## config.mk

```make
export PLATFORM = sky130hd
export DESIGN_NAME = mips_div_sequencer
export DESIGN_NICKNAME = d
export VERILOG_FILES = /design/src/rtl/mips_pkg.sv /design/src/rtl/mips_div_sequencer_div_step.sv /design/src/rtl/mips_div_sequencer.sv
export SDC_FILE = /design/constraint.sdc
export NUM_CORES = 1
export LEC_CHECK = 0
export CORE_ASPECT_RATIO = 0.9
export CORE_MARGIN = 2
export CORE_UTILIZATION = 55
export DETAILED_ROUTE_END_ITERATION = 6
export MAX_ROUTING_LAYER = met4
export PLACE_DENSITY = 0.79
export SLEW_MARGIN = 10
export SYNTH_ARGS = -nofsm -noshare
export SYNTH_HDL_FRONTEND = slang
export SYNTH_SLANG_ARGS = --single-unit
```

## constraint.sdc

```tcl
create_clock -name clk -period 9 [get_ports clk]
set_input_delay 1.8 -clock clk [delete_from_list [all_inputs] [get_ports clk]]
set_output_delay 1.8 -clock clk [all_outputs]
set_load 0.02 [all_outputs]
```

## src/rtl/mips_pkg.sv

```systemverilog
// -----------------------------------------------------------------------------
// mips_pkg
// Shared types and constants for the MIPS integer divide sequencer.
//   div_state_t   : divider FSM state encoding
//   DIV_CNT_WIDTH : width of the iteration counter (covers DATA_WIDTH up to 64)
// -----------------------------------------------------------------------------
package mips_pkg;

  typedef enum logic [2:0] {
    DIV_IDLE,
    DIV_PREP,
    DIV_ITER,
    DIV_FIX,
    DIV_DONE
  } div_state_t;

  localparam int DIV_CNT_WIDTH = 6;

endpackage : mips_pkg

```

## src/rtl/mips_div_sequencer_div_step.sv

```systemverilog
// -----------------------------------------------------------------------------
// div_step
// One combinational restoring shift-subtract step of an unsigned divider.
// Ports:
//   rem_in       : partial remainder before the step (DATA_WIDTH+1 bits)
//   dividend_bit : next dividend bit shifted into the remainder
//   divisor      : unsigned divisor magnitude
//   rem_out      : partial remainder after the step
//   q_bit        : quotient bit produced by this step
// -----------------------------------------------------------------------------
module div_step #(
  parameter int DATA_WIDTH = 32
) (
  input  logic [DATA_WIDTH:0]   rem_in,
  input  logic                  dividend_bit,
  input  logic [DATA_WIDTH-1:0] divisor,
  output logic [DATA_WIDTH:0]   rem_out,
  output logic                  q_bit
);

  logic [DATA_WIDTH:0] shifted;
  logic [DATA_WIDTH:0] diff;

  always_comb begin
    shifted = {rem_in[DATA_WIDTH-1:0], dividend_bit};
    diff    = shifted - {1'b0, divisor};
    // A set top bit of rem_in means the shifted value overflows the window
    // and is certainly >= divisor; otherwise the borrow bit decides.
    q_bit   = rem_in[DATA_WIDTH] | ~diff[DATA_WIDTH];
    rem_out = q_bit ? diff : shifted;
  end

endmodule : div_step

```

## src/rtl/mips_div_sequencer.sv

```systemverilog
// -----------------------------------------------------------------------------
// mips_div_sequencer
// Multi-cycle restoring divider for MIPS DIV/DIVU. Fixed latency: done pulses
// DATA_WIDTH+2 edges after the edge that samples start.
// Configuration macro: DIV_SIGNED_EN -- when defined, is_signed selects DIV
// (signed) semantics; when undefined all operations are unsigned and the
// sign-fix logic is absent.
// Ports:
//   clk, rst              : clock, asynchronous active-high reset
//   start, is_signed      : request (sampled in IDLE) and DIV/DIVU select
//   abort                 : flush the in-flight operation
//   operand_a, operand_b  : dividend (rs) and divisor (rt)
//   busy                  : high in every non-IDLE state (pipeline stall)
//   done                  : one-cycle completion pulse
//   div_lo, div_hi        : quotient / remainder of the last completed op
//   hi_write, lo_write    : HI/LO write enables, equal to done
//   div_by_zero           : high with done when the divisor was zero
// -----------------------------------------------------------------------------
module mips_div_sequencer
  import mips_pkg::*;
#(
  parameter int DATA_WIDTH = 32
) (
  input  logic                  clk,
  input  logic                  rst,
  input  logic                  start,
  input  logic                  is_signed,
  input  logic                  abort,
  input  logic [DATA_WIDTH-1:0] operand_a,
  input  logic [DATA_WIDTH-1:0] operand_b,
  output logic                  busy,
  output logic                  done,
  output logic [DATA_WIDTH-1:0] div_lo,
  output logic [DATA_WIDTH-1:0] div_hi,
  output logic                  hi_write,
  output logic                  lo_write,
  output logic                  div_by_zero
);

  localparam logic [DIV_CNT_WIDTH-1:0] LAST_STEP = DIV_CNT_WIDTH'(DATA_WIDTH - 1);

  div_state_t               state_q, state_d;
  logic [DIV_CNT_WIDTH-1:0] cnt_q,   cnt_d;
  logic [DATA_WIDTH-1:0]    a_q,     a_d;     // original dividend
  logic [DATA_WIDTH-1:0]    b_q,     b_d;     // divisor, magnitude after PREP
  logic [DATA_WIDTH-1:0]    quo_q,   quo_d;   // dividend bits out, quotient bits in
  logic [DATA_WIDTH:0]      rem_q,   rem_d;   // partial remainder
  logic [DATA_WIDTH-1:0]    lo_q,    lo_d;
  logic [DATA_WIDTH-1:0]    hi_q,    hi_d;
  logic                     dbz_q,   dbz_d;

`ifdef DIV_SIGNED_EN
  logic sgn_q,   sgn_d;
  logic q_neg_q, q_neg_d;
  logic r_neg_q, r_neg_d;
`else
  logic unused_is_signed;
  assign unused_is_signed = is_signed;
`endif

  logic [DATA_WIDTH:0] step_rem;
  logic                step_q_bit;

  div_step #(
    .DATA_WIDTH(DATA_WIDTH)
  ) u_div_step (
    .rem_in      (rem_q),
    .dividend_bit(quo_q[DATA_WIDTH-1]),
    .divisor     (b_q),
    .rem_out     (step_rem),
    .q_bit       (step_q_bit)
  );

  // NOTE: every _d gets its hold value first so no path can infer a latch.
  always_comb begin
    state_d = state_q;
    cnt_d   = cnt_q;
    a_d     = a_q;
    b_d     = b_q;
    quo_d   = quo_q;
    rem_d   = rem_q;
    lo_d    = lo_q;
    hi_d    = hi_q;
    dbz_d   = dbz_q;
`ifdef DIV_SIGNED_EN
    sgn_d   = sgn_q;
    q_neg_d = q_neg_q;
    r_neg_d = r_neg_q;
`endif

    unique case (state_q)
      DIV_IDLE: begin
        if (start && !abort) begin
          state_d = DIV_PREP;
          a_d     = operand_a;
          b_d     = operand_b;
`ifdef DIV_SIGNED_EN
          sgn_d   = is_signed;
`endif
        end
      end

      DIV_PREP: begin
        state_d = DIV_ITER;
        cnt_d   = '0;
        rem_d   = '0;
`ifdef DIV_SIGNED_EN
        q_neg_d = sgn_q & (a_q[DATA_WIDTH-1] ^ b_q[DATA_WIDTH-1]);
        r_neg_d = sgn_q & a_q[DATA_WIDTH-1];
        quo_d   = (sgn_q && a_q[DATA_WIDTH-1]) ? -a_q : a_q;
        b_d     = (sgn_q && b_q[DATA_WIDTH-1]) ? -b_q : b_q;
`else
        quo_d   = a_q;
`endif
      end

      DIV_ITER: begin
        quo_d = {quo_q[DATA_WIDTH-2:0], step_q_bit};
        rem_d = step_rem;
        cnt_d = cnt_q + DIV_CNT_WIDTH'(1);
        if (cnt_q == LAST_STEP) begin
          state_d = DIV_FIX;
        end
      end

      DIV_FIX: begin
        state_d = DIV_DONE;
        dbz_d   = (b_q == '0);
        if (b_q == '0) begin
          // MIPS-style defined result: all-ones quotient, dividend as remainder.
          lo_d = '1;
          hi_d = a_q;
        end else begin
`ifdef DIV_SIGNED_EN
          lo_d = q_neg_q ? -quo_q : quo_q;
          hi_d = r_neg_q ? -rem_q[DATA_WIDTH-1:0] : rem_q[DATA_WIDTH-1:0];
`else
          lo_d = quo_q;
          hi_d = rem_q[DATA_WIDTH-1:0];
`endif
        end
      end

      DIV_DONE: begin
        state_d = DIV_IDLE;
      end

      default: begin
        state_d = DIV_IDLE;
      end
    endcase

    // Abort flushes the operation and must leave the visible result untouched.
    if (abort && (state_q != DIV_IDLE)) begin
      state_d = DIV_IDLE;
      lo_d    = lo_q;
      hi_d    = hi_q;
      dbz_d   = dbz_q;
    end
  end

  // NOTE: datapath registers are reset too, so outputs read zero under reset.
  always_ff @(posedge clk or posedge rst) begin
    if (rst) begin
      state_q <= DIV_IDLE;
      cnt_q   <= '0;
      a_q     <= '0;
      b_q     <= '0;
      quo_q   <= '0;
      rem_q   <= '0;
      lo_q    <= '0;
      hi_q    <= '0;
      dbz_q   <= 1'b0;
`ifdef DIV_SIGNED_EN
      sgn_q   <= 1'b0;
      q_neg_q <= 1'b0;
      r_neg_q <= 1'b0;
`endif
    end else begin
      // NOTE: non-blocking assignments keep all flops updating from pre-edge values.
      state_q <= state_d;
      cnt_q   <= cnt_d;
      a_q     <= a_d;
      b_q     <= b_d;
      quo_q   <= quo_d;
      rem_q   <= rem_d;
      lo_q    <= lo_d;
      hi_q    <= hi_d;
      dbz_q   <= dbz_d;
`ifdef DIV_SIGNED_EN
      sgn_q   <= sgn_d;
      q_neg_q <= q_neg_d;
      r_neg_q <= r_neg_d;
`endif
    end
  end

  assign busy        = (state_q != DIV_IDLE);
  assign done        = (state_q == DIV_DONE);
  assign hi_write    = done;
  assign lo_write    = done;
  assign div_by_zero = done & dbz_q;
  assign div_lo      = lo_q;
  assign div_hi      = hi_q;

endmodule : mips_div_sequencer

```

# After elaboration in Yosys (flattened, before gate mapping)
# Index checks and enable logic that the tools add are counted.
dict set report totals {
  ff_bits 203
  latchBits 0
  mem_bits_rw 0
  mem_bits_ro 0
  wordCells 42
  n_memories 0
}
dict set report op_classes {
  add_sub_neg 2
  multipliers 0
  div_mod_pow 0
  magnitude_cmp 0
  n_eq_ne 7
  shift 0
  muxes 10
  bitwise 4
  n_reduce_logical 10
}
# cell n
set ops {}
lappend ops {{$pmux W33 S2} 1}
lappend ops {{$mux W32} 2}
lappend ops {{$pmux W32 S2} 1}
lappend ops {{$mux W33} 1}
lappend ops {{$sub A33 B32 Y33} 1}
lappend ops {{$logic_not A32 Y1} 1}
lappend ops {{$pmux W3 S4} 1}
lappend ops {{$pmux W6 S2} 1}
lappend ops {{$mux W3} 3}
lappend ops {{$add A6 B1 Y6 const B} 1}
lappend ops {{$eq A3 B2 Y1 const B} 2}
lappend ops {{$eq A6 B5 Y1 const B} 1}
lappend ops {{$ne A3 B3 Y1 const B} 2}
lappend ops {{$reduce_and A2 Y1} 3}
lappend ops {{$eq A3 B1 Y1 const B} 1}
lappend ops {{$eq A3 B3 Y1 const B} 1}
lappend ops {{$logic_not A3 Y1} 1}
lappend ops {{$reduce_bool A3 Y1} 1}
lappend ops {{$logic_and A1 B1 Y1} 2}
lappend ops {{$not A1 Y1} 2}
lappend ops {{$reduce_bool A2 Y1} 1}
lappend ops {{$and A1 B1 Y1} 1}
lappend ops {{$logic_not A1 Y1} 1}
lappend ops {{$or A1 B1 Y1} 1}

# Logic depth before layout (Yosys ltp)
# Gate-level depths: netlist (run 1).
dict set report depth {
  word_depth 5
  depth_mapped 13
  mapped_depth_nobuf 12
}

# By module
# A second synthesis (run 1) with hierarchy kept.
dict set report unflattened {
  cells_unflattened 1042
  area_unflattened_um2 10832.9
}
# mod instances cells_per_inst area_per_inst_um2 seq_area_each_um2
set by_module_without_submodules {}
lappend by_module_without_submodules {mips_div_sequencer 1 730 8446.9 5079.9}
lappend by_module_without_submodules {div_step 1 312 2386.0 0.0}

# Least setup slack after synthesis (run 1)
# OpenSTA, ideal clock, no wires.
dict set report synth_timing {
  kind {input-to-reg}
  startpoint {input abort}
  endpoint {register hi_q[16], in the netlist div_hi[16]}
  arrival_ps 2896
  required_time_ps 8923
  slack_ps 6027
  cell_stages 7
  path_buffers 3
  path_cell_list {nor2_1 and3_1 clkbuf_1 clkbuf_1 clkbuf_1 nor2_1 a21oi_1}
}
dict set report synth_between {
  elab_chain_len 3
}
# item line
set synth_rtl {}
lappend synth_rtl {{start, declared} mips_div_sequencer.sv:28} ;# input logic abort,
lappend synth_rtl {{$logic_and A1 B1 Y1} mips_div_sequencer.sv:154} ;# if (abort && (state_q != DIV_IDLE)) begin
lappend synth_rtl {{$not A1 Y1 (no source line)} n/a}
lappend synth_rtl {{$reduce_and A2 Y1 (no source line)} n/a}
lappend synth_rtl {{end signal, assigned} mips_div_sequencer.sv:188} ;# hi_q <= hi_d;
lappend synth_rtl {{end, declared} mips_div_sequencer.sv:49} ;# logic [DATA_WIDTH-1:0] hi_q, hi_d;
# Every way passes these cells.
# A chain may end at the register's enable or synchronous reset.

# Final worst setup path (run 1)
dict set report layout_timing {
  startpoint {register quo_q[31]}
  endpoint {register rem_q[4]}
}
dict set report layout_between {
  elab_chain_len 5
}
# item line
set layout_rtl {}
lappend layout_rtl {{start, declared} mips_div_sequencer.sv:46} ;# logic [DATA_WIDTH-1:0] quo_q, quo_d;
lappend layout_rtl {{start signal, assigned} mips_div_sequencer.sv:185} ;# quo_q <= quo_d;
lappend layout_rtl {{$sub A33 B32 Y33 (*)} mips_div_sequencer_div_step.sv:26} ;# diff = shifted - {1'b0, divisor};
lappend layout_rtl {{$not A1 Y1} mips_div_sequencer_div_step.sv:29} ;# q_bit = rem_in[DATA_WIDTH] | ~diff[DATA_WIDTH];
lappend layout_rtl {{$or A1 B1 Y1} mips_div_sequencer_div_step.sv:29}
lappend layout_rtl {{$mux W33 (*)} mips_div_sequencer_div_step.sv:30} ;# rem_out = q_bit ? diff : shifted;
lappend layout_rtl {{$pmux W33 S2 (*)} mips_div_sequencer.sv:91} ;# unique case (state_q)
lappend layout_rtl {{end signal, assigned} mips_div_sequencer.sv:186} ;# rem_q <= rem_d;
lappend layout_rtl {{end, declared} mips_div_sequencer.sv:47} ;# logic [DATA_WIDTH:0] rem_q, rem_d;
# Every way passes the cells marked *; elsewhere a longest branch is shown, timed or not.

==> results of run 1 <==
critical path: cells and delay by family, from the launching register on:
kind                     cells  cell delay, ns
AO/OA/AOI/OAI                6            1.93
flip-flops                   1            0.42
adder cells (fa/ha/maj)      2            0.60
buffers and inverters        2            0.19
AND/OR/NAND/NOR              2            0.87
metrics by stage:
stage	worst slack (ns)	cell area, sq um	utilization (%)	std cells
2_1_floorplan	1.66	10900	-	1115
3_3_place_gp	4.89	12400	64.1	1438
3_5_place_dp	4.83	12400	64.1	1438
4_1_cts	4.95	13100	68.0	1478
5_1_grt	4.69	13100	68.0	1478
6_report	4.86	13100	68.0	1478
how the worst max path moves through the flow:
stage	from	endpoint	slack, ns	cells past startpoint
2_1_floorplan	rst	a_q[0]$_DFFE_PP0P_	1.66	1
3_3_place_gp	abort	dbz_q$_DFFE_PP0P_	4.89	5
3_5_place_dp	abort	dbz_q$_DFFE_PP0P_	4.83	5
4_1_cts	quo_q[31]$_DFFE_PP0P_	rem_q[4]$_DFFE_PP0P_	4.95	12
5_1_grt	quo_q[31]$_DFFE_PP0P_	rem_q[4]$_DFFE_PP0P_	4.69	12
6_report	quo_q[31]$_DFFE_PP0P_	rem_q[4]$_DFFE_PP0P_	4.86	12
sequential cells by signal (all words and copies together), names as in the netlist, 3 cells and up:
| register | count |
|---|---|
| rem_q | 33 |
| a_q | 32 |
| b_q | 32 |
| div_hi | 32 |
| div_lo | 32 |
| quo_q | 32 |
| cnt_q | 6 |
| state_q | 3 |
synth_stat cells (3+ instances only):
master | number | area [sq um]
o211a_1 | 3 | 30.0
a311o_1 | 3 | 30.0
or3_1 | 3 | 18.8
o21ai_0 | 45 | 225
o21ai_1 | 5 | 25.0
buf_2 | 9 | 45.0
nand2_1 | 104 | 390
nor2_1 | 130 | 488
nand3b_1 | 3 | 22.5
ha_1 | 33 | 413
and3_1 | 7 | 43.8
a211o_1 | 4 | 35.0
a211oi_1 | 8 | 60.1
nand3_1 | 20 | 100
dfrtp_1 | 203 | 5080
a221o_1 | 3 | 30.0
inv_1 | 43 | 161
xor2_1 | 7 | 61.3
clkbuf_1 | 52 | 195
mux2_2 | 66 | 743
o211ai_1 | 14 | 105
buf_1 | 5 | 18.8
xnor2_1 | 16 | 140
a21oi_1 | 101 | 505
o211ai_2 | 10 | 125
a31oi_1 | 6 | 37.5
nor3_1 | 16 | 80.1
mux2i_1 | 65 | 651
buf_4 | 4 | 30.0
nand4_1 | 16 | 100
nor2b_1 | 3 | 18.8
and2_1 | 9 | 56.3
o31ai_1 | 14 | 105
a21o_1 | 28 | 210
nand2b_1 | 7 | 43.8
nor4_1 | 10 | 62.6
o21a_1 | 3 | 22.5
per-layer routing:
metal / global-route usage (%) / routed length (microns) / vias to the layer above / part of all wire [%]
met5: - / 0 / - / 0
met4: 7.79 / 671 / 0 / 2.5
met3: 3.49 / 1600 / 52 / 5.9
met2: 42.5 / 12900 / 296 / 47
met1: 36.0 / 12000 / 4302 / 44
li1: - / - / 4153 / -
where the power goes:
part | internal [mW] | total [mW] | switching, mW | leakage (nW)
clock network | 0.552 | 0.922 | 0.370 | 0.364
logic | 0.927 | 2.08 | 1.15 | 3.07
registers | 1.26 | 1.58 | 0.323 | 2.53
total | 2.74 | 4.59 | 1.85 | 5.97
cells by family after synthesis:
family	after synthesis	share of synthesized area (%)
and+or+nand+nor	338	14.0
AOI/OAI and AO/OA	272	16.6
DFF	203	46.6
muxes	131	12.8
buffers and inverters	114	4.24
adders and majority gates	34	3.97
xor gates and xnor gates	23	1.85
final cells by class:
class                           instances  area (sq um)  share of cell area [%]
Multi-Input combinational cell        798          5380                    41.1
Sequential cell                       203          5080                    38.8
Timing Repair Buffer                  144          1430                    10.9
Tap cell                              250           313                    2.39
Clock inverter                          8          97.6                   0.745
Inverter                               43           169                    1.29
Clock buffer                           32           639                    4.88
placed cells by master, fill, tap and decap left out, drive strengths merged, types with 8 or more instances in the layout:
cell type      count
nand2            104
o31ai             14
a21o              28
nor2             131
mux2i             65
a211oi             9
o211ai            24
mux2              66
nor3              17
clkdlybuf4s50    136
dfrtp            203
inv               43
o21ai             52
nand4             17
xnor2             16
nand3             20
buf                8
nor4              11
ha                33
clkbuf            32
a21oi            101
and2               9
==> reports/qor.csv, run 1 <==
metric,value,unit
drcViolationCount,0,
finalWirelength,27.2,mm
cts_sinks,203,
required,9.39,ns
dpl.hpwl,18.1,mm
wl_per_cell,18.4,microns
setup_violations,0,
fin_tns_setup,0,ns
setup.worst_path.end_class,register,
design.portCount,138,
worst_r2r_endpoint,rem_q[4]$_DFFE_PP0P_,
syn2layout_area_growth,20.3,%
post_cts_hold_buffer_count,0,
initial_core_util,56.5,%
grt_max_degree,131,
placementRows,48,
final.setup_skew,0.0122,ns
yosysSeqAreaShare,46.6,%
drt_pre_antenna_iters,5,
slowest_delay,0.73,ns
run_status,"finished, final reports clean",
final_layout_size_suffix_gt1_share,11.0,%
syn_inst,1115,
timing.hold.worst.start,quo_q[8]$_DFFE_PP0P_,
synth-async-reset-ratio,100,%
worstSetupPathType,register to register,
r2r.worst_path.cells,12,
routed-via-count,8803,
post_synth.cell_area_avg,9.77,sq um
hold-path-cell-count,2,
synthesis.yosys.warnings,0,
worst_skew_pair.late_latency,0.51,ns
r2r_slack,4.86,ns
core,0.0193,sq mm
die_w,152,microns
synth_top_flop_cell,dfrtp_1,
place_congestion,0.894,
groute.usage.overall,26.5,%
num-nets-final,1315,
final_period_minus_worst_setup_slack,4.14,ns
n_antenna_cell,0,
power.density,350,mW/mm^2
synth-edff-count,0,
synthDistinctLibCells,67,
total_power,4.59,mW
power.leakage,5.97,nW
clockRootBuffer,clkbuf_16,
synth.net_count,1218,
floorplan.die.height,138,microns
tightest_slew_margin_relative_to_the_limit,32.2,%
cp_cell_sequence,inv_1 > ha_1 > inv_1 > fa_1 > a211o_1 > a211oi_2 > nor3_1 > o21ai_2 > o211a_1 > nand4_2 > a21o_1 > a32o_1,
startpoint_type,register,
cp_slowest_cell,nand4_2,
drv_cap,0,
synthesis.area,0.0109,sq mm
grt_pass1_vias,8521,
final_hold_viols,0,
grt_remaining_overflow,0,
synth.ff_latch_count,203,
cts_setup_buffers,0,
grt_antenna_before_repair,0,
worst-slew-pin-transition,1.02,ns
drt_iter0_markers,631,
grt_pass1_wl,43.9,mm
fin_hold_ws,0.505,ns
period_share,46.0,%
worst_hold_end,quo_q[8]$_DFFE_PP0P_,
clkTransAtPathRegs,0.06,ns
antenna_nets_post_route,0,
fmax,242,MHz
timing.rr.start,quo_q[31]$_DFFE_PP0P_,
timing.final.max_slew_violations,0,
ir_worst_vdd,179,uV
holdCritPathClass,register to register,
path_max_fanout,33,
tritoncts_clock_tree,done,
detail_route.vias_per_cell,5.96,
die-area,0.0210,sq mm
clock_tree.buffer_depth,3,
timing.critical_path.mode_cell,inv_1,
final.fill_count,1521,
cts_resized,0,
number_of_port_buffers,136,
ctsHtreeMaxLevel,1,
rsz0062_at_grt,false,
worstPathArrival,4.53,ns
numCtsBuffers,22,
Power figures use the tool's default switching activity.
==> run 2: changes to the inputs <==
CORE_UTILIZATION = 51   (was 55)
PLACE_DENSITY = 0.77   (was 0.79)
clock period = 3.65 ns   (was 9 ns; I/O delays follow)
==> reports/qor.csv, run 2 (synthesis gave the netlist of run 1 again) <==
metric,value,unit,change
grt_max_degree,107,,-18%
clock_tree.buffer_depth,3,,unchanged
holdCritPathClass,register to register,,
dpl.hpwl,19.4,mm,+7.3%
rsz0062_at_grt,false,,
final_layout_size_suffix_gt1_share,12.0,%,+1.0 points
comb_power_share,45.9,%,+0.5 points
clkTransAtPathRegs,0.06,ns,about the same
grt_pass1_wl,44.8,mm,+2.0%
period_share,94.2,%,+48 points
detailed_place.area,0.0126,sq mm,+1.7%
startpoint_type,register,,
tritoncts_clock_tree,done,,
final.fill_count,1719,,+13%
layout.cells.most_common_list,"203 x dfrtp_1, 136 x clkdlybuf4s50_1, 129 x nor2_1",,
detail_route.vias_per_cell,5.76,,-3.2%
ctsHtreeMaxLevel,1,,unchanged
final.setup_skew,0.0112,ns,-0.000981 ns
cts_sinks,203,,unchanged
path_max_fanout,15,,-55%
total_power,11.5,mW,+150%
setup_violations,0,,unchanged
p_seq_share,34.0,%,-0.5 points
power.leakage,6.06,nW,+1.5%
hold-path-cell-count,1,,-1
final_common_cell,dfrtp_1,,
antenna_nets_post_route,0,,unchanged
number_of_port_buffers,136,,unchanged
die_w,158,microns,+3.7%
drt_pre_antenna_iters,5,,unchanged
p_clk_share,20.1,%,about the same
tightest_slew_margin_relative_to_the_limit,36.8,%,+4.6 points
finish.instance_area,0.0133,sq mm,+1.8%
power.switching_fraction,39.9,%,-0.35 points
grt_antenna_before_repair,0,,unchanged
psw,4.58,mW,+150%
design.portCount,138,,unchanged
drcViolationCount,0,,unchanged
final_period_minus_worst_setup_slack,3.44,ns,-0.699 ns
worst_r2r_endpoint,rem_q[10]$_DFFE_PP0P_,,
fin_tns_setup,0,ns,unchanged
grt_remaining_overflow,0,,unchanged
syn2layout_area_growth,22.4,%,
crit_path_start,quo_q[31]$_DFFE_PP0P_,,
n_antenna_cell,0,,unchanged
core,0.0209,sq mm,+8.4%
die-area,0.0226,sq mm,+7.6%
run_status,"finished, final reports clean",,
timing.rr.start,quo_q[31]$_DFFE_PP0P_,,
initial_core_util,52.1,%,-4.4 points
worstSetupPathType,register to register,,
floorplan.die.height,143,microns,+3.7%
cp_cell_sequence,inv_1 > ha_1 > inv_1 > fa_1 > a211o_1 > a211oi_2 > nor3_1 > o21ai_2 > o211ai_2 > nor4_4 > buf_4 > nor4_1 > a311o_1,,
setup.worst_path.end_class,register,,
wl_per_cell,17.8,microns,-3.1%
internal-power,6.89,mW,+150%
worst-slew-pin-transition,0.948,ns,-0.0681 ns
worstPathArrival,3.81,ns,-0.72 ns
finalWirelength,27.2,mm,about the same
timing.critical_path.mode_cell,inv_1,,
groute.usage.overall,25.6,%,-0.94 points
post_cts_hold_buffer_count,0,,unchanged
required,4.02,ns,-5.37 ns
clockRootBuffer,clkbuf_16,,
fmax,291,MHz,+20%
timing.hold.worst.start,dbz_q$_DFFE_PP0P_,,
slowest_delay,0.42,ns,-0.31 ns
numCtsBuffers,22,,unchanged
largest_register_ff_count,33,,unchanged
ir_worst_vdd,548,uV,+210%
num-nets-final,1327,,+0.91%
worst_skew_pair.late_latency,0.50,ns,about the same
place_congestion,0.942,,+5.3%
top_register,rem_q,,
worst_hold_end,dbz_q$_DFFE_PP0P_,,
drt_iter0_markers,712,,+13%
power.density,860,mW/mm^2,+150%
r2r_slack,0.21,ns,-4.65 ns
number_of_buffers_and_inverters_on_the_critical_path,3,,+1
final_hold_viols,0,,unchanged
timing.final.max_slew_violations,0,,unchanged
r2r.worst_path.cells,13,,+1
grt_pass1_vias,8709,,+2.2%
cp_slowest_cell,fa_1,,
placementRows,50,,+4.2%
drv_cap,0,,unchanged
routed-via-count,8788,,-0.17%
crit_family,compound AO/OA/AOI/OAI gates,,
[run 2: changes by cell type in the layout (fill, tap and decap cells not counted), moves of 2 or more]
cell / delta
clkbuf_1: -3
buf_12: +6
clkinv_2: +2
buf_4: +7
clkinvlp_4: +2
clkinv_4: -2
[run 2: what timing repair did]
item                                   4_1_cts  5_1_grt
resized for setup                            0        1
buffers inserted                             0        0
endpoints found under the hold margin        0        0
setup endpoints to repair                    0       21
[run 2: cell type report]
type	instances	area (sq um)	area share, %
Clock inverter	10	128	0.957
Multi-Input combinational cell	798	5390	40.4
Timing Repair Buffer	156	1590	11.9
Clock buffer	29	628	4.71
Tap cell	286	358	2.68
Sequential cell	203	5080	38.1
Inverter	43	165	1.24
[run 2: power groups by stage]
stage | logic, mW | registers [mW] | clock network, mW
floorplan | 3.19 | 4.06 | 0
global placement | 5.07 | 3.91 | 0
detailed placement | 5.19 | 3.94 | 0
CTS | 5.23 | 3.91 | 2.34
global route | 5.82 | 4.01 | 2.44
finish | 5.26 | 3.91 | 2.30
[run 2: how the worst max path moves through the flow]
stage	end	slack, ns	cells past startpoint
after floorplan	a_q[0]$_DFFE_PP0P_	0.29	1
after global placement	rem_q[29]$_DFFE_PP0P_	0.23	13
after detailed placement	rem_q[23]$_DFFE_PP0P_	0.16	13
after CTS	rem_q[23]$_DFFE_PP0P_	0.12	13
after global routing	rem_q[30]$_DFFE_PP0P_	0.01	13
final	rem_q[10]$_DFFE_PP0P_	0.21	13
[run 2: routing by layer]
layer  vias up  part of all wire (%)  track usage [%]
li1       4187                     -                -
met1      4273                    44             34.4
met2       270                    48             41.2
met3        58                   5.5             3.07
met4         0                   3.0             7.44
met5         -                     0                -
[run 2: through the flow]
| stage | cells | hold slack, ns | setup slack, ns | utilization [%] |
|---|---|---|---|---|
| after floorplan | 1115 | 0.471 | 0.290 | - |
| after detailed placement | 1486 | 0.489 | 0.159 | 60.2 |
| after global placement | 1486 | 0.482 | 0.231 | 60.2 |
| final | 1525 | 0.505 | 0.211 | 63.8 |
| after CTS | 1525 | 0.503 | 0.123 | 63.8 |
| after global routing | 1525 | 0.522 | 0.0120 | 63.8 |
==> edit 1 (config.mk and constraints of run 2) <==
`DATA_WIDTH` is set to 32 in 2 places; all go to 16.
--- a/src/rtl/mips_div_sequencer_div_step.sv
+++ b/src/rtl/mips_div_sequencer_div_step.sv
@@ -9,7 +9,7 @@
 //   q_bit        : quotient bit produced by this step
 // -----------------------------------------------------------------------------
 module div_step #(
-  parameter int DATA_WIDTH = 32
+  parameter int DATA_WIDTH = 16
 ) (
   input  logic [DATA_WIDTH:0]   rem_in,
   input  logic                  dividend_bit,
--- a/src/rtl/mips_div_sequencer.sv
+++ b/src/rtl/mips_div_sequencer.sv
@@ -19,7 +19,7 @@
 module mips_div_sequencer
   import mips_pkg::*;
 #(
-  parameter int DATA_WIDTH = 32
+  parameter int DATA_WIDTH = 16
 ) (
   input  logic                  clk,
   input  logic                  rst,
Interface: changed (resized div_hi, div_lo, operand_a and operand_b); port bits go from 138 to 74. The function was not compared with the original's and may differ.
==> edit 1 against run 2 <==
Design area shrank 52%. Largest cell class is now flip-flops and latches. Non-clock buffer count fell by 78. Worst setup slack better by 0.30 ns. Combinational power down 52%. Highest routed layer unchanged. Power decreased by 53%. Sequential cell count shrank 96. Routed wire length is 56% lower. Synthesized area fell by 51%. Global-route usage decreased by 2.6 points. Largest power group unchanged.
==> edit 1: results (changes against run 2) <==
| Metric | Value |
|---|---|
| XOR/XNOR Fraction of Synth Area | 2.77% (was 1.85%) |
| Leak | 2.85 nW (was 6.06 nW) |
| Pre-CTS setup slack | 0.571 ns (was 0.159 ns) |
| Largest delay share family, worst path | compound AO/OA/AOI/OAI gates (unchanged) |
| Seq/Total Area, Yosys | 49.9% (was 46.6%) |
| Syn_nets | 589 (was 1218) |
| GRT Util Overall | 23.0% (was 25.6%) |
| Biggest register | rem_q (unchanged) |
| Nets | 649 (was 1327) |
| Initial DRT Pass Iterations | 5 (unchanged) |
| First-pass GRT wire length | 20000 um (was 44800 um) |
| Max FFs per register | 17 (was 33) |
| Hpwl dp | 8390 um (was 19400 um) |
| Reg2reg path depth | 12 (was 13) |
| Synth cell count leaders | dfrtp_1 (107), nand2_1 (79), nor2_1 (58), o21ai_1 (39), mux2i_1 (31) (was dfrtp_1 (203), nor2_1 (130), nand2_1 (104), a21oi_1 (101), mux2_2 (66)) |
| Worst Clk Skew | 0.00867 ns (was 0.0112 ns) |
| Vias/cell | 5.67 (was 5.76) |
| CTS H-tree lvls | 3 (was 1) |
| Area share of fa/ha/maj cells after synthesis | 4.34% (was 3.97%) |
| # fillers | 862 (was 1719) |
| VDD IR max | 0.523 mV (was 0.548 mV) |
| Ant. Diodes | 0 (unchanged) |
| Post-synthesis mux area share | 13.1% (was 12.8%) |
| Final wirelength | 12000 um (was 27200 um) |
| Worst skew pair latency | 0.35 ns (was 0.50 ns) |
| Unique masters post-synth | 48 (was 67) |
| Hold Crit Depth | 1 (unchanged) |
| Total CTS buffers | 9 (was 22) |
| CP max FO | 18 (was 15) |
| Maximum buffer depth of the clock tree | 2 (was 3) |
| Hold Crit Class | flop to flop (unchanged) |
| Async set-reset flop share out of synthesis | 100% (unchanged) |
| Slew margin rel. | 17.5% (was 36.8%) |
| CP max stage cell | fa_1 (unchanged) |
| Largest net degree at the start of global routing | 61 (was 107) |
| Routed WL per cell | 16.5 um (was 17.8 um) |
| Inst Count DP | 712 (was 1486) |
| Compound-gate portion of the synthesized area | 13.7% (was 16.6%) |
| Final Wtd Congestion | 0.949 (was 0.942) |
| Clock transition at the registers of the reported paths | 0.07 ns |
| Setup Fix Bufs, Post-CTS | 0 (unchanged) |
| Post-Syn Area per Cell | 10.1 sq um (was 9.77 sq um) |
| Share of cells above drive strength 1 | 8.86% (was 12.0%) |
| Vias in the first global route | 4039 (was 8709) |
| Critical path's largest stage delay | 0.42 ns (about the same) |
| WP data arrival | 3.32 ns (was 3.81 ns) |
| Status | completed (unchanged) |
| First DRT Iteration DRCs | 249 (was 712) |
| Syn. warnings | 0 (unchanged) |
| Largest cells by area after synthesis | dfrtp_1 (50%), mux2i_1 (5.8%), nand2_1 (5.5%), mux2_2 (4.6%), nor2_1 (4.1%) (was dfrtp_1 (47%), mux2_2 (6.8%), mux2i_1 (6.0%), a21oi_1 (4.6%), nor2_1 (4.5%)) |
| Number of port buffers | 72 (was 136) |
| Clk root buf | clkbuf_16 (unchanged) |
| Post-CTS sizing | 0 (unchanged) |
-- edit 1: cell types whose count changed after synthesis, sizes merged, moves of 23 or more --
cell / delta
clkbuf: -32
inv: -23
a21oi: -74
mux2: -33
dfrtp: -96
nand2: -25
mux2i: -33
o211ai: -23
nor2: -72
-- edit 1: cell type report --
| type | instances | area [sq um] | area share, % |
|---|---|---|---|
| well taps | 129 | 161 | 2.50 |
| repair buffers | 78 | 778 | 12.0 |
| flip-flops and latches | 107 | 2680 | 41.4 |
| inverters | 20 | 77.6 | 1.20 |
| clock buffers | 9 | 225 | 3.48 |
| multi-input cells | 378 | 2490 | 38.5 |
| clock inverters | 6 | 56.3 | 0.871 |
-- edit 1: where the power goes --
group | leakage, nW | switching (mW) | total (mW) | internal [mW]
Clock | 0.136 | 0.467 | 0.942 | 0.475
Sequential | 1.34 | 0.380 | 2.01 | 1.63
Combinational | 1.37 | 1.32 | 2.50 | 1.18
Total | 2.85 | 2.17 | 5.45 | 3.28
-- edit 1: worst paths after layout --
path | to | from | slack, ns
worst min-delay path | dbz_q | dbz_q | 0.48
worst min register to register | dbz_q | dbz_q | 0.48
max in group asynchronous | div_hi[12] | rst | 2.11
worst max-delay path | rem_q[1] | quo_q[15] | 0.51
worst max register to register | rem_q[1] | quo_q[15] | 0.51
min in group asynchronous | cnt_q[5] | rst | 0.82
-- edit 1: cells by family (layout without fill, tap and decap cells) --
group | Yosys count | count (layout)
AOI/OAI and AO/OA | 117 | 117
xor gates and xnor gates | 17 | 17
adders and majority gates | 18 | 18
buffers and inverters | 49 | 113
DFF | 107 | 107
muxes | 65 | 65
and+or+nand+nor | 161 | 161
-- edit 1: worst register-to-register path: stages (launching register included) --
cell	delay [ns]
dfrtp_1	0.38
inv_1	0.14
ha_1	0.20
inv_1	0.06
fa_1	0.42
a211oi_1	0.28
o21a_2	0.22
o21ai_4	0.10
a31oi_4	0.26
mux2i_4	0.26
buf_4	0.32
mux2i_1	0.27
o21ai_1	0.07
-- edit 1: metal layers --
layer	part of all wire, %	wire length, um	track usage, %	vias up
li1	-	-	-	1973
met1	47	5640	31.0	2035
met2	47	5670	36.5	95
met3	4.3	517	4.07	18
met4	1.5	186	6.38	0
met5	0	0	-	-
-- edit 1: through the flow --
| stage | utilization (%) | power, mW | area [sq um] | hold WS (ns) |
|---|---|---|---|---|
| finish | 63.1 | 5.45 | 6460 | 0.484 |
| global route | 63.1 | 5.83 | 6460 | 0.501 |
| CTS | 63.1 | 5.46 | 6460 | 0.486 |
| detailed placement | 60.3 | 4.49 | 6180 | 0.469 |
| global placement | 60.3 | 4.42 | 6180 | 0.461 |
| floorplan | - | 3.73 | 5370 | 0.450 |
==> edit 2 (flow settings as in run 2) <==
Without the edit above. Encoding of `div_state_t`: now one-hot (5 bits for 5 states).
--- a/src/rtl/mips_pkg.sv
+++ b/src/rtl/mips_pkg.sv
@@ -6,12 +6,12 @@
 // -----------------------------------------------------------------------------
 package mips_pkg;
 
-  typedef enum logic [2:0] {
-    DIV_IDLE,
-    DIV_PREP,
-    DIV_ITER,
-    DIV_FIX,
-    DIV_DONE
+  typedef enum logic [4:0] {
+    DIV_IDLE = 5'b00001,
+    DIV_PREP = 5'b00010,
+    DIV_ITER = 5'b00100,
+    DIV_FIX  = 5'b01000,
+    DIV_DONE = 5'b10000
   } div_state_t;
 
   localparam int DIV_CNT_WIDTH = 6;
Function: same outputs for any inputs over 10 cycles, from zero or initial values and one cycle with rst high; not proved beyond that.
==> edit 2 against run 2 <==
Routed wire length is 4.9% lower. Critical path depth down 9. Sequential cell count rose by 2. Die area is 5.5% lower. Maximum frequency increased by 2.3%. Synthesized area is 5.7% lower. Design area shrank 4.9%. Synthesized cell count rose by 2.8%. Worst setup slack better by 0.078 ns. Critical endpoint is now div_by_zero. Highest routed layer unchanged.
Power is not compared: it rests on default switching activity, and its combinational part moved more than twofold at a synthesized area within 25%.
==> edit 2: results (changes against run 2) <==
| Metric | Value |
|---|---|
| First DRT Iteration DRCs | 632 (was 712) |
| Non-filler instance count after layout | 1530 (was 1525) |
| Seq/Total Area, Yosys | 49.9% (was 46.6%) |
| Hold Path End | cnt_q[5] (was dbz_q) |
| CP max FO | 5 (was 15) |
| Routed WL per cell | 16.9 um (was 17.8 um) |
| Final Wtd Congestion | 0.899 (was 0.942) |
| Unique masters post-synth | 64 (was 67) |
| Hpwl dp | 18100 um (was 19400 um) |
| Largest net degree at the start of global routing | 94 (was 107) |
| Share of cells above drive strength 1 | 5.96% (was 12.0%) |
| Status | completed (unchanged) |
| Area share of fa/ha/maj cells after synthesis | 4.21% (was 3.97%) |
| GR Layer Usage met1 | 33.8% (was 34.4%) |
| Syn_nets | 1249 (was 1218) |
| Post-Syn Area per Cell | 8.97 sq um (was 9.77 sq um) |
| Fin util | 63.9% (was 63.8%) |
| Worst-Margin Slew | 0.809 ns (was 0.948 ns) |
| R2r endpoint | rem_q[22] (was rem_q[10]) |
| GRT Util Overall | 24.6% (was 25.6%) |
| # fillers | 1685 (was 1719) |
| Compound-gate portion of the synthesized area | 16.5% (was 16.6%) |
| First-pass GRT wire length | 41900 um (was 44800 um) |
| Reg2Reg Setup Slack | 0.31 ns (was 0.21 ns) |
| Vias in the first global route | 8313 (was 8709) |
| Worst Clk Skew | 0.00943 ns (was 0.0112 ns) |
| Global routing usage on met2 | 38.5% (was 41.2%) |
| Routed vias | 8642 (was 8788) |
| Hold slack final | 0.489 ns (was 0.505 ns) |
| WP data arrival | 2.63 ns (was 3.81 ns) |
## edit 2: cell types whose count changed after synthesis, moves of 7 or more
cell      change
and2_1        -7
mux2i_1      -11
mux2_2       -65
a21o_1       -18
o211ai_2      -9
nand2_1     +140
nand3_1       -8
o21ai_0      +28
o211ai_1      -8
o31ai_1      -10
a22oi_1      +29
## edit 2: layout make-up
class / instances / share of cell area [%]
Sequential cell: 205 / 40.4
Clock inverter: 6 / 0.690
Inverter: 42 / 1.27
Clock buffer: 33 / 5.30
Multi-Input combinational cell: 832 / 37.3
Timing Repair Buffer: 157 / 12.5
Tap cell: 255 / 2.51
## edit 2: cell families (layout without fill, tap and decap cells)
family	Yosys count	after routing
buf+inv	109	238
compound gates	281	281
xor+xnor	26	26
simple gates	436	436
mux	55	55
flops	205	205
fa+ha+maj	34	34
## edit 2: worst max path at each step
stage / slack (ns) / end / start
CTS: 0.25 / div_by_zero / state_q[3]
detailed placement: 0.38 / rem_q[2] / quo_q[31]
finish: 0.29 / div_by_zero / state_q[3]
global placement: 0.42 / rem_q[4] / quo_q[31]
floorplan: 0.26 / a_q[0] / rst
global route: 0.12 / rem_q[22] / quo_q[31]
## edit 2: through the flow
| stage | power (mW) | setup slack (ns) |
|---|---|---|
| final | 6.33 | 0.288 |
| after global routing | 6.64 | 0.116 |
| after CTS | 6.37 | 0.251 |
| after detailed placement | 4.04 | 0.385 |
| after global placement | 4.00 | 0.420 |
| after floorplan | 3.62 | 0.263 |
## edit 2: critical path: stages, from the launching register on
cell	delay, ns
dfrtp_1	0.41
or3_1	0.42
nor3b_1	0.50
and2_1	0.21
clkdlybuf4s50_1	0.59
## edit 2: power breakdown
group	leakage [nW]	internal [mW]	total, mW	switching [mW]
combinational	2.65	0.485	1.15	0.667
sequential	2.71	2.60	2.86	0.267
clock	0.364	1.41	2.31	0.899
total	5.73	4.50	6.33	1.83
## edit 2: metal layers
layer	share of wire [%]	vias up	wire length, um
met2	47	283	12100
met1	44	4113	11500
met5	0	-	0
met4	2.8	0	730
met3	6.0	61	1540
li1	-	4185	-
